## config.mk

```make
export PLATFORM = sky130hd
export DESIGN_NAME = arbiter_16_rr_flat
export DESIGN_NICKNAME = d
export VERILOG_FILES = /design/src/rtl/arbiter_16_rr_pkg.sv /design/src/rtl/arbiter_16_rr_if.sv /design/src/rtl/arbiter_16_rr_pri_enc.sv /design/src/rtl/arbiter_16_rr.sv /design/src/flat_wrapper.sv
export SDC_FILE = /design/constraint.sdc
export NUM_CORES = 1
export LEC_CHECK = 0
export ABC_AREA = 1
export BUFFER_PORTS_ARGS = -buffer_cell sky130_fd_sc_hd__clkbuf_2
export CAP_MARGIN = 25
export CORE_MARGIN = 5
export CORE_UTILIZATION = 25
export CTS_CLUSTER_DIAMETER = 80
export DETAILED_ROUTE_END_ITERATION = 8
export GPL_ROUTABILITY_DRIVEN = 0
export PLACE_DENSITY = 0.48
export SYNTH_ARGS = -nofsm -noshare
export SYNTH_HDL_FRONTEND = slang
export SYNTH_HIERARCHICAL = 1
export SYNTH_SLANG_ARGS = --single-unit
```

## constraint.sdc

```tcl
create_clock -name clk -period 4.6 [get_ports clk]
set_input_delay 0.23 -clock clk [delete_from_list [all_inputs] [get_ports clk]]
set_output_delay 0.23 -clock clk [all_outputs]
set_load 0.02 [all_outputs]
```

## src/rtl/arbiter_16_rr_pkg.sv

```systemverilog
// Shared types and constants for the 16-way round-robin arbiter.
// The package is named arb_pkg so every file imports the same short name.
package arb_pkg;
  localparam int NUM_REQ      = 16;
  localparam int NREQ_W       = 4;
  localparam int MAX_HOLD_DEF = 8;

  typedef enum logic {
    IDLE = 1'b0,
    BUSY = 1'b1
  } state_t;
endpackage

```

## src/rtl/arbiter_16_rr_if.sv

```systemverilog
// Request/grant bundle between the requesters (master) and the arbiter (slave).
interface arbiter_16_rr_if;
  import arb_pkg::*;

  // Handshake: req[k] is a level that holds for as long as requester k needs
  // the resource. A grant is one-hot and stays constant until it is released.
  // Release happens at the edge that samples done=1, or req[grant_id]=0, or a
  // hold limit. timeout is a one-cycle pulse marking a limit-only release.
  // grant_id stays at its last value whenever grant_valid is low.
  logic               enable;
  logic [NUM_REQ-1:0] req;
  logic               done;
  logic [NUM_REQ-1:0] grant;
  logic [NREQ_W-1:0]  grant_id;
  logic               grant_valid;
  logic               timeout;

  modport master (
    output enable, req, done,
    input  grant, grant_id, grant_valid, timeout
  );

  modport slave (
    input  enable, req, done,
    output grant, grant_id, grant_valid, timeout
  );
endinterface

```

## src/rtl/arbiter_16_rr_pri_enc.sv

```systemverilog
// 16-to-4 priority encoder: the lowest set bit wins, and valid flags any set bit.
module pri_enc_16
  import arb_pkg::*;
(
  input  logic [NUM_REQ-1:0] in,
  output logic [NREQ_W-1:0]  idx,
  output logic               valid
);

  // Scanning from the top down leaves the lowest set index as the last write.
  always_comb begin
    idx   = '0;
    valid = 1'b0;
    for (int i = NUM_REQ - 1; i >= 0; i--) begin
      if (in[i]) begin
        idx   = NREQ_W'(i);
        valid = 1'b1;
      end
    end
  end

endmodule

```

## src/rtl/arbiter_16_rr.sv

```systemverilog
// Round-robin arbiter for 16 requesters. A grant is held until done, a request
// drop, or a hold limit; one idle cycle always separates consecutive grants.
module arbiter_16_rr
  import arb_pkg::*;
#(
  parameter int NREQ     = NUM_REQ,
  parameter int MAX_HOLD = MAX_HOLD_DEF
) (
  input  logic            clk,
  input  logic            rst_n,
  arbiter_16_rr_if.slave  bus,
  output state_t          state_dbg
);

  state_t              state;
  logic [NREQ_W-1:0]   ptr;
  logic [NREQ_W-1:0]   hold_cnt;
  logic [NREQ_W-1:0]   shift;
  logic [NREQ_W-1:0]   enc_idx;
  logic [NREQ_W-1:0]   winner;
  logic                enc_valid;
  logic [NREQ-1:0]     rot;
  logic [NREQ-1:0]     grant;
  logic [NREQ_W-1:0]   grant_id;
  logic                grant_valid;
  logic                timeout;
  logic                rel_done;
  logic                rel_drop;
  logic                rel_hold;

  // Rotating right by ptr+1 puts the requester just after the last holder at
  // bit 0; the 4-bit index arithmetic provides the wrap from 15 to 0.
  assign shift = ptr + 4'd1;

  always_comb begin
    rot = '0;
    for (int i = 0; i < NREQ; i++) begin
      rot[i] = bus.req[NREQ_W'(i) + shift];
    end
  end

  pri_enc_16 u_enc (
    .in    (rot),
    .idx   (enc_idx),
    .valid (enc_valid)
  );

  assign winner   = enc_idx + shift;
  assign rel_done = bus.done;
  assign rel_drop = !bus.req[grant_id];
  assign rel_hold = (hold_cnt == NREQ_W'(MAX_HOLD));

  always_ff @(posedge clk or negedge rst_n) begin
    if (!rst_n) begin
      state       <= IDLE;
      grant       <= '0;
      grant_id    <= '0;
      grant_valid <= 1'b0;
      timeout     <= 1'b0;
      hold_cnt    <= '0;
      ptr         <= 4'd15;
    end else begin
      timeout <= 1'b0;
      case (state)
        IDLE: begin
          if (bus.enable && enc_valid) begin
            grant       <= NREQ'(1) << winner;
            grant_id    <= winner;
            grant_valid <= 1'b1;
            hold_cnt    <= 4'd1;
            state       <= BUSY;
          end
        end
        BUSY: begin
          if (rel_done || rel_drop || rel_hold) begin
            grant       <= '0;
            grant_valid <= 1'b0;
            ptr         <= grant_id;
            timeout     <= rel_hold && !rel_done && !rel_drop;
            state       <= IDLE;
          end else if (hold_cnt != 4'd15) begin
            hold_cnt <= hold_cnt + 4'd1;
          end
        end
        default: state <= IDLE;
      endcase
    end
  end

  assign bus.grant       = grant;
  assign bus.grant_id    = grant_id;
  assign bus.grant_valid = grant_valid;
  assign bus.timeout     = timeout;
  assign state_dbg       = state;

endmodule
```

## src/flat_wrapper.sv

```systemverilog
// flat-port wrapper written by rule: the top's interface ports become plain ports
module arbiter_16_rr_flat import arb_pkg::*;
#(
  parameter int NREQ     = NUM_REQ,
  parameter int MAX_HOLD = MAX_HOLD_DEF
)
  (clk, rst_n, state_dbg, bus_enable, bus_req, bus_done, bus_grant, bus_grant_id, bus_grant_valid, bus_timeout);
  arbiter_16_rr_if bus_i ();
  input  logic clk;
  input  logic rst_n;
  output state_t state_dbg;
  input wire logic [$bits(bus_i.enable)-1:0] bus_enable;
  input wire logic [$bits(bus_i.req)-1:0] bus_req;
  input wire logic [$bits(bus_i.done)-1:0] bus_done;
  output wire logic [$bits(bus_i.grant)-1:0] bus_grant;
  output wire logic [$bits(bus_i.grant_id)-1:0] bus_grant_id;
  output wire logic [$bits(bus_i.grant_valid)-1:0] bus_grant_valid;
  output wire logic [$bits(bus_i.timeout)-1:0] bus_timeout;
  assign bus_i.enable = bus_enable;
  assign bus_i.req = bus_req;
  assign bus_i.done = bus_done;
  assign bus_grant = bus_i.grant;
  assign bus_grant_id = bus_i.grant_id;
  assign bus_grant_valid = bus_i.grant_valid;
  assign bus_timeout = bus_i.timeout;
  arbiter_16_rr #(.NREQ(NREQ), .MAX_HOLD(MAX_HOLD)) u_core (.clk(clk), .rst_n(rst_n), .bus(bus_i), .state_dbg(state_dbg));
endmodule
```

; After elaboration in Yosys (flattened, before gate mapping)
; Cells that the tools add are included.
[word_totals]
register_bits = 31
wordCells = 142
in_bits = 20
output_inout_bits = 23
[classes]
reduce_logical = 11
shift = 1
n_addsub = 18
n_lt_le_gt_ge = 17
bitwise = 1
muxes = 81
eq_ne = 6
[op_table]
columns = operator, count
row1 = $lt A4 B5 Y1 const B, 17
row2 = $mux W4, 19
row3 = $bmux W1 S4, 17
row4 = $mux W1, 39
row5 = $add A4 B4 Y4 const A, 8
row6 = $mux W16, 2
row7 = $pmux W16 S2, 1
row8 = $add A3 B4 Y4 const A, 4
row9 = $shl A1 B4 Y16 const A, 1
row10 = $add A2 B4 Y4 const A, 2
row11 = $add A4 B1 Y4 const B, 2
row12 = $pmux W4 S2, 1
row13 = $ne A2 B2 Y1 const B, 3
row14 = $reduce_and A2 Y1, 3
row15 = $add A1 B4 Y4 const A, 1
row16 = $add A4 B4 Y4, 1
row17 = $eq A4 B4 Y1 const B, 1
row18 = $ne A4 B4 Y1 const B, 1
row19 = $pmux W1 S2, 2
row20 = $logic_and A1 B1 Y1, 3
row21 = $reduce_and A3 Y1, 1
row22 = $logic_not A1 Y1, 2
row23 = $logic_or A1 B1 Y1, 2
row24 = $ne A2 B1 Y1 const B, 1
row25 = $not A1 Y1, 1

; Longest topological paths before layout
[logic_depth]
depth_word = 24
mapped_depth = 36
depth_no_buf = 34

; By module
; The synthesis kept the hierarchy.
[modules_own_cells]
columns = module, seq_area_each_um2, cells_per_inst, area_per_inst_um2, n_inst
row1 = arbiter_16_rr, 780.7, 420, 2751.4, 1
row2 = pri_enc_16, 0.0, 49, 209.0, 1

; Worst setup path before layout
; Ideal clock, no wire load.
[synth_timing]
path_type = register to register
start = register u_core.ptr[0]
end = register u_core.grant[2], in the netlist u_core/bus.grant[2]
t_required_ns = 4.534
setup_slack_ns = 0.243
arrival_time_ns = 4.291
path_stages_with_launch = 33
synth_period_minus_slack_ns = 4.357
n_path_buf = 2
setup_time_ns = 0.066
cell_sequence = dfstp_2 -> clkbuf_8 -> inv_1 -> ha_1 -> buf_4 -> clkinv_1 -> ha_1 -> a21oi_4 -> xor2_2 -> nand3_1 -> o21ai_0 -> inv_1 -> nand2_1 -> nand2_1 -> nand2_1 -> nand2_1 -> nand2_1 -> nand2_1 -> nand2_1 -> nand2_1 -> nand2_1 -> nand2_1 -> nand2_1 -> nand2_1 -> a21oi_2 -> ha_1 -> inv_1 -> fa_1 -> nor3_1 -> nand2_1 -> nor2_1 -> nand2_1 -> nand2_1
[synth_between]
word_cells_on_any_way = 87
classes_between = add/sub: 17 / eq/ne: 1 / shift: 1 / mux: 66 / reduce/logical: 2
[synth_lines]
columns = element, line_no
row1 = start: declaration, arbiter_16_rr.sv:16  ; logic [NREQ_W-1:0] ptr;
row2 = start signal: assignment, arbiter_16_rr.sv:78  ; ptr <= grant_id;
row3 = $add A4 B1 Y4, arbiter_16_rr.sv:33  ; assign shift = ptr + 4'd1;
row4 = $add A4 B4 Y4, arbiter_16_rr.sv:38  ; rot[i] = bus.req[NREQ_W'(i) + shift];
row5 = $bmux W1 S4, arbiter_16_rr.sv:38
row6 = $mux W1 (implied by the code), arbiter_16_rr.sv:38
row7 = net u_core.rot[13], arbiter_16_rr.sv:22  ; logic [NREQ-1:0] rot;
row8 = $mux W4 (14 in a row), arbiter_16_rr_pri_enc.sv:15  ; if (in[i]) begin
row9 = net u_core.enc_idx[0], arbiter_16_rr.sv:19  ; logic [NREQ_W-1:0] enc_idx;
row10 = $add A4 B4 Y4, arbiter_16_rr.sv:48  ; assign winner = enc_idx + shift;
row11 = $shl A1 B4 Y16, arbiter_16_rr.sv:67  ; grant <= NREQ'(1) << winner;
row12 = $mux W16, arbiter_16_rr.sv:66  ; if (bus.enable && enc_valid) begin
row13 = $pmux W16 S2, arbiter_16_rr.sv:64  ; case (state)
row14 = end signal: assignment, arbiter_16_rr.sv:67
row15 = end: declaration, arbiter_16_rr.sv:23  ; logic [NREQ-1:0] grant;
; The timed path passes the listed nets, and every way through them passes these cells. The select of a mux whose other input is x is not followed.
; A chain may end at the register's enable or synchronous reset.

; Final worst setup path
[layout_timing]
start = register u_core.ptr[0]
end = register u_core.grant[5], in the netlist u_core/bus.grant[5]
[layout_between]
word_cells_on_any_way = 87
classes_between = add/sub: 17 / eq/ne: 1 / shift: 1 / mux: 66 / reduce/logical: 2
[layout_lines]
columns = element, line_no
row1 = $add A4 B1 Y4, arbiter_16_rr.sv:33
row2 = $add A4 B4 Y4, arbiter_16_rr.sv:38
row3 = $bmux W1 S4, arbiter_16_rr.sv:38
row4 = $mux W1 (implied by the code), arbiter_16_rr.sv:38
row5 = net u_core.rot[14], arbiter_16_rr.sv:22
row6 = $mux W4 (15 in a row), arbiter_16_rr_pri_enc.sv:15
row7 = net u_core.enc_idx[0], arbiter_16_rr.sv:19
row8 = $add A4 B4 Y4, arbiter_16_rr.sv:48
row9 = $shl A1 B4 Y16, arbiter_16_rr.sv:67
row10 = $mux W16, arbiter_16_rr.sv:66
row11 = $pmux W16 S2, arbiter_16_rr.sv:64
; The timed path passes the listed nets, and every way through them passes these cells. The select of a mux whose other input is x is not followed.

==> flow_summary_export.csv <==
group,metric,value,unit
timing,slew_viol_final,0,
global_route,busiest_layer,"met2",
cts,h-tree-depth,2,
logic_synthesis,synth_edf_count,0,
setup_path,rrSetupSlack,0.31,ns
route,wl_per_cell,12.2,µm
route,drcViolationCount,0,
setup_path,crit_family,"adder cells",
route,detail_route.vias_per_cell,4.47,
outcome,outcome,"completed",
timing,max_freq,233,MHz
logic_synthesis,synth-seq-cells,31,
timing,setup_violations,0,
cts,clock_latency,0.27,ns
setup_path,cp-startpoint,"u_core/ptr[0]",
floorplanning,dieArea,14100,µm²
floorplanning,die_w,119,µm
placed_design,dpl-instance-area,3270,µm²
route,drtPass1Iterations,4,
route,routed_wl,8.04,mm
cts,cts.path.max_buffers,2,
setup_path,cp_common_cell,"nand2_1",
setup_path,critical_path.endpoint_type,"flip-flop",
setup_path,r2r_end,"u_core/bus.grant[5]",
timing,worst_pin_slew,0.784,ns
logic_synthesis,syn_nets,504,
cells_and_area,fillers,1286,
cts,path_clk_slew,0.05,ns
cells_and_area,final_common_cell,"nand2_1",
logic_synthesis,yosysWarnings,6,
global_route,grt_max_degree,34,
cells_and_area,seq_area,781,µm²
cts,cts_buffers,5,
cts,cts_sinks,31,
global_route,grtUsageMet1,15.3,%
floorplanning,rows,39,
logic_synthesis,post_synth_inst_count,469,
route,vias,2945,
setup_path,worstSetupPathType,"flip-flop to flip-flop",
flow_run,drv_cap,0,
timing,fin_skew,0.00622,ns
global_route,overflow,0,
setup_path,worst_ep_arrival_time,4.50,ns
floorplanning,die_h,119,µm
logic_synthesis,async_reset_ff_share,100,%
cells_and_area,finalNetCount,550,
timing,setup_tns,0,ns
global_route,grtUsageTotal,11.3,%
route,drtAntennaViolNets,0,
setup_path,r2r-start,"u_core/ptr[0]",
logic_synthesis,syn_area_per_cell,6.31,µm²
setup_path,cpMaxStageDelayCell,"fa_2",
timing,whs,0.0322,ns
floorplanning,initial_core_util,25.7,%
setup_path,worst-path-buf-inv,5,
cells_and_area,drive_above_1_share,19.4,%
timing,min_period_over_period,93.4,%
setup_path,worstPathRequired,4.81,ns
global_route,use_met3,1.37,%
global_route,grt_pass1_wl,13.4,mm
logic_synthesis,ys.flop_type,"dfrtp_1",
setup_path,ff2ff_path_depth,33,
cells_and_area,multiInputGateArea,1940,µm²
global_route,antenna_found_initial,0,
global_route,met2_usage,18.9,%
timing,slew_headroom,47.8,%
placed_design,io_buffers,42,
cells_and_area,final_cell_mix,"164 x nand2_1, 47 x o21ai_0, 44 x inv_1, 44 x nand3_1, 42 x clkbuf_2",
cts,tritoncts,"built",
cells_and_area,final_cell_area,3560,µm²
timing,final.min_clock_period,4.29,ns
worst_hold_path,hold_path_class,"input port to asynchronous set/reset pin",
logic_synthesis,ys_types,35,
route,drtIter0Drc,153,
timing,hold_viol_final,0,
placed_design,dp_hpwl,6.25,mm
setup_path,cp_max_fo,8,
cells_and_area,area_growth,20.2,%
setup_path,slowest_delay,0.58,ns
logic_synthesis,syn_area,2960,µm²
setup_path,startpoint_type,"flip-flop",
cts,clockRootBuffer,"clkbuf_16",
cells_and_area,antenna_cells,0,
floorplanning,coreArea,11500,µm²
global_route,grt_pass1_vias,2777,
cts,cts_hold_buf,0,
logic_synthesis,seq_area_frac_synth,26.4,%
floorplanning,ioPinCount,43,
==> sequential cells by signal, indices dropped and copies added (netlist names) <==
signal	flops
u_core/bus.timeout	1
u_core/hold_cnt	4
u_core/bus.grant	16
u_core/state_dbg	1
u_core/ptr	4
u_core/bus.grant_valid	1
u_core/bus.grant_id	4
==> per-stage QoR <==
step	setup slack, ns	utilization, %	std cells
after global placement	0.0457	28.4	643
after CTS	0.0815	29.6	651
final	0.306	30.9	659
after detailed placement	0.00227	28.4	643
after floorplan	0.243	-	469
after global routing	-0.0730	30.9	659
==> cell families after synthesis <==
family / count (synthesis) / share of synthesized area (%)
mux: 6 / 2.03
simple gates: 264 / 37.2
fa+ha+maj: 15 / 6.59
compound gates: 71 / 12.6
flops: 31 / 26.4
buf+inv: 70 / 11.2
xor+xnor: 12 / 4.06
==> how the worst max path moves through the flow <==
| stage | to | slack (ns) | depth (start not counted) |
|---|---|---|---|
| global route | u_core/bus.grant[5] | -0.07 | 33 |
| floorplan | u_core/bus.grant[2] | 0.24 | 32 |
| CTS | u_core/bus.grant[11] | 0.08 | 31 |
| detailed placement | u_core/bus.grant[11] | 0.002 | 31 |
| finish | u_core/bus.grant[5] | 0.31 | 33 |
| global placement | u_core/bus.grant[11] | 0.05 | 31 |
==> Yosys cell counts, types with 2 or more instances <==
cell type	number	area share, %
xnor2_1	2	0.59
nand2_2	2	0.42
inv_2	7	0.89
mux2i_1	6	2.0
xor2_1	8	2.4
a31oi_1	2	0.42
nor2_1	38	4.8
nand2_4	2	0.76
or2_1	2	0.42
dfstp_2	4	3.6
nand2_1	164	21
dfrtp_1	27	23
buf_4	4	1.0
clkbuf_1	3	0.38
inv_1	44	5.6
buf_2	5	0.85
o21ai_0	49	8.3
ha_1	14	5.9
buf_6	5	1.9
nor3_1	6	1.0
nand3_1	44	7.4
nand4_1	2	0.42
a21oi_1	17	2.9
==> worst reg2reg max path, delay by kind of cell (launching register included) <==
kind / cells / cell delay [ns]
flip-flops: 1 / 0.56
AO/OA/AOI/OAI: 3 / 0.26
AND/OR/NAND/NOR: 21 / 1.44
adder cells (fa/ha/maj): 4 / 1.45
buffers and inverters: 5 / 0.53
==> final cells by class <==
type / instances / area share (%)
multi-input combinational: 368 / 54.5
clock inverter: 1 / 0.141
tap: 143 / 5.03
sequential: 31 / 21.9
inverter: 52 / 5.59
clock buffer: 7 / 3.73
timing repair buffer: 57 / 9.07
==> metal layers <==
| metal | up-vias | routed length (µm) |
|---|---|---|
| met2 | 48 | 3870 |
| met1 | 1311 | 3830 |
| met3 | 8 | 248 |
| met5 | - | 0 |
| li1 | 1578 | - |
| met4 | 0 | 101 |
==> repair_timing <==
action | in CTS | in global routing
resized for setup | 1 | 19
pin swaps | 0 | 2
endpoints found under the setup margin | 2 | 17
buffers inserted | 0 | 8
gates cloned | 0 | 0
Power is not shown: default switching activity piles up to over one toggle a cycle in this logic, so the estimate is an artifact.
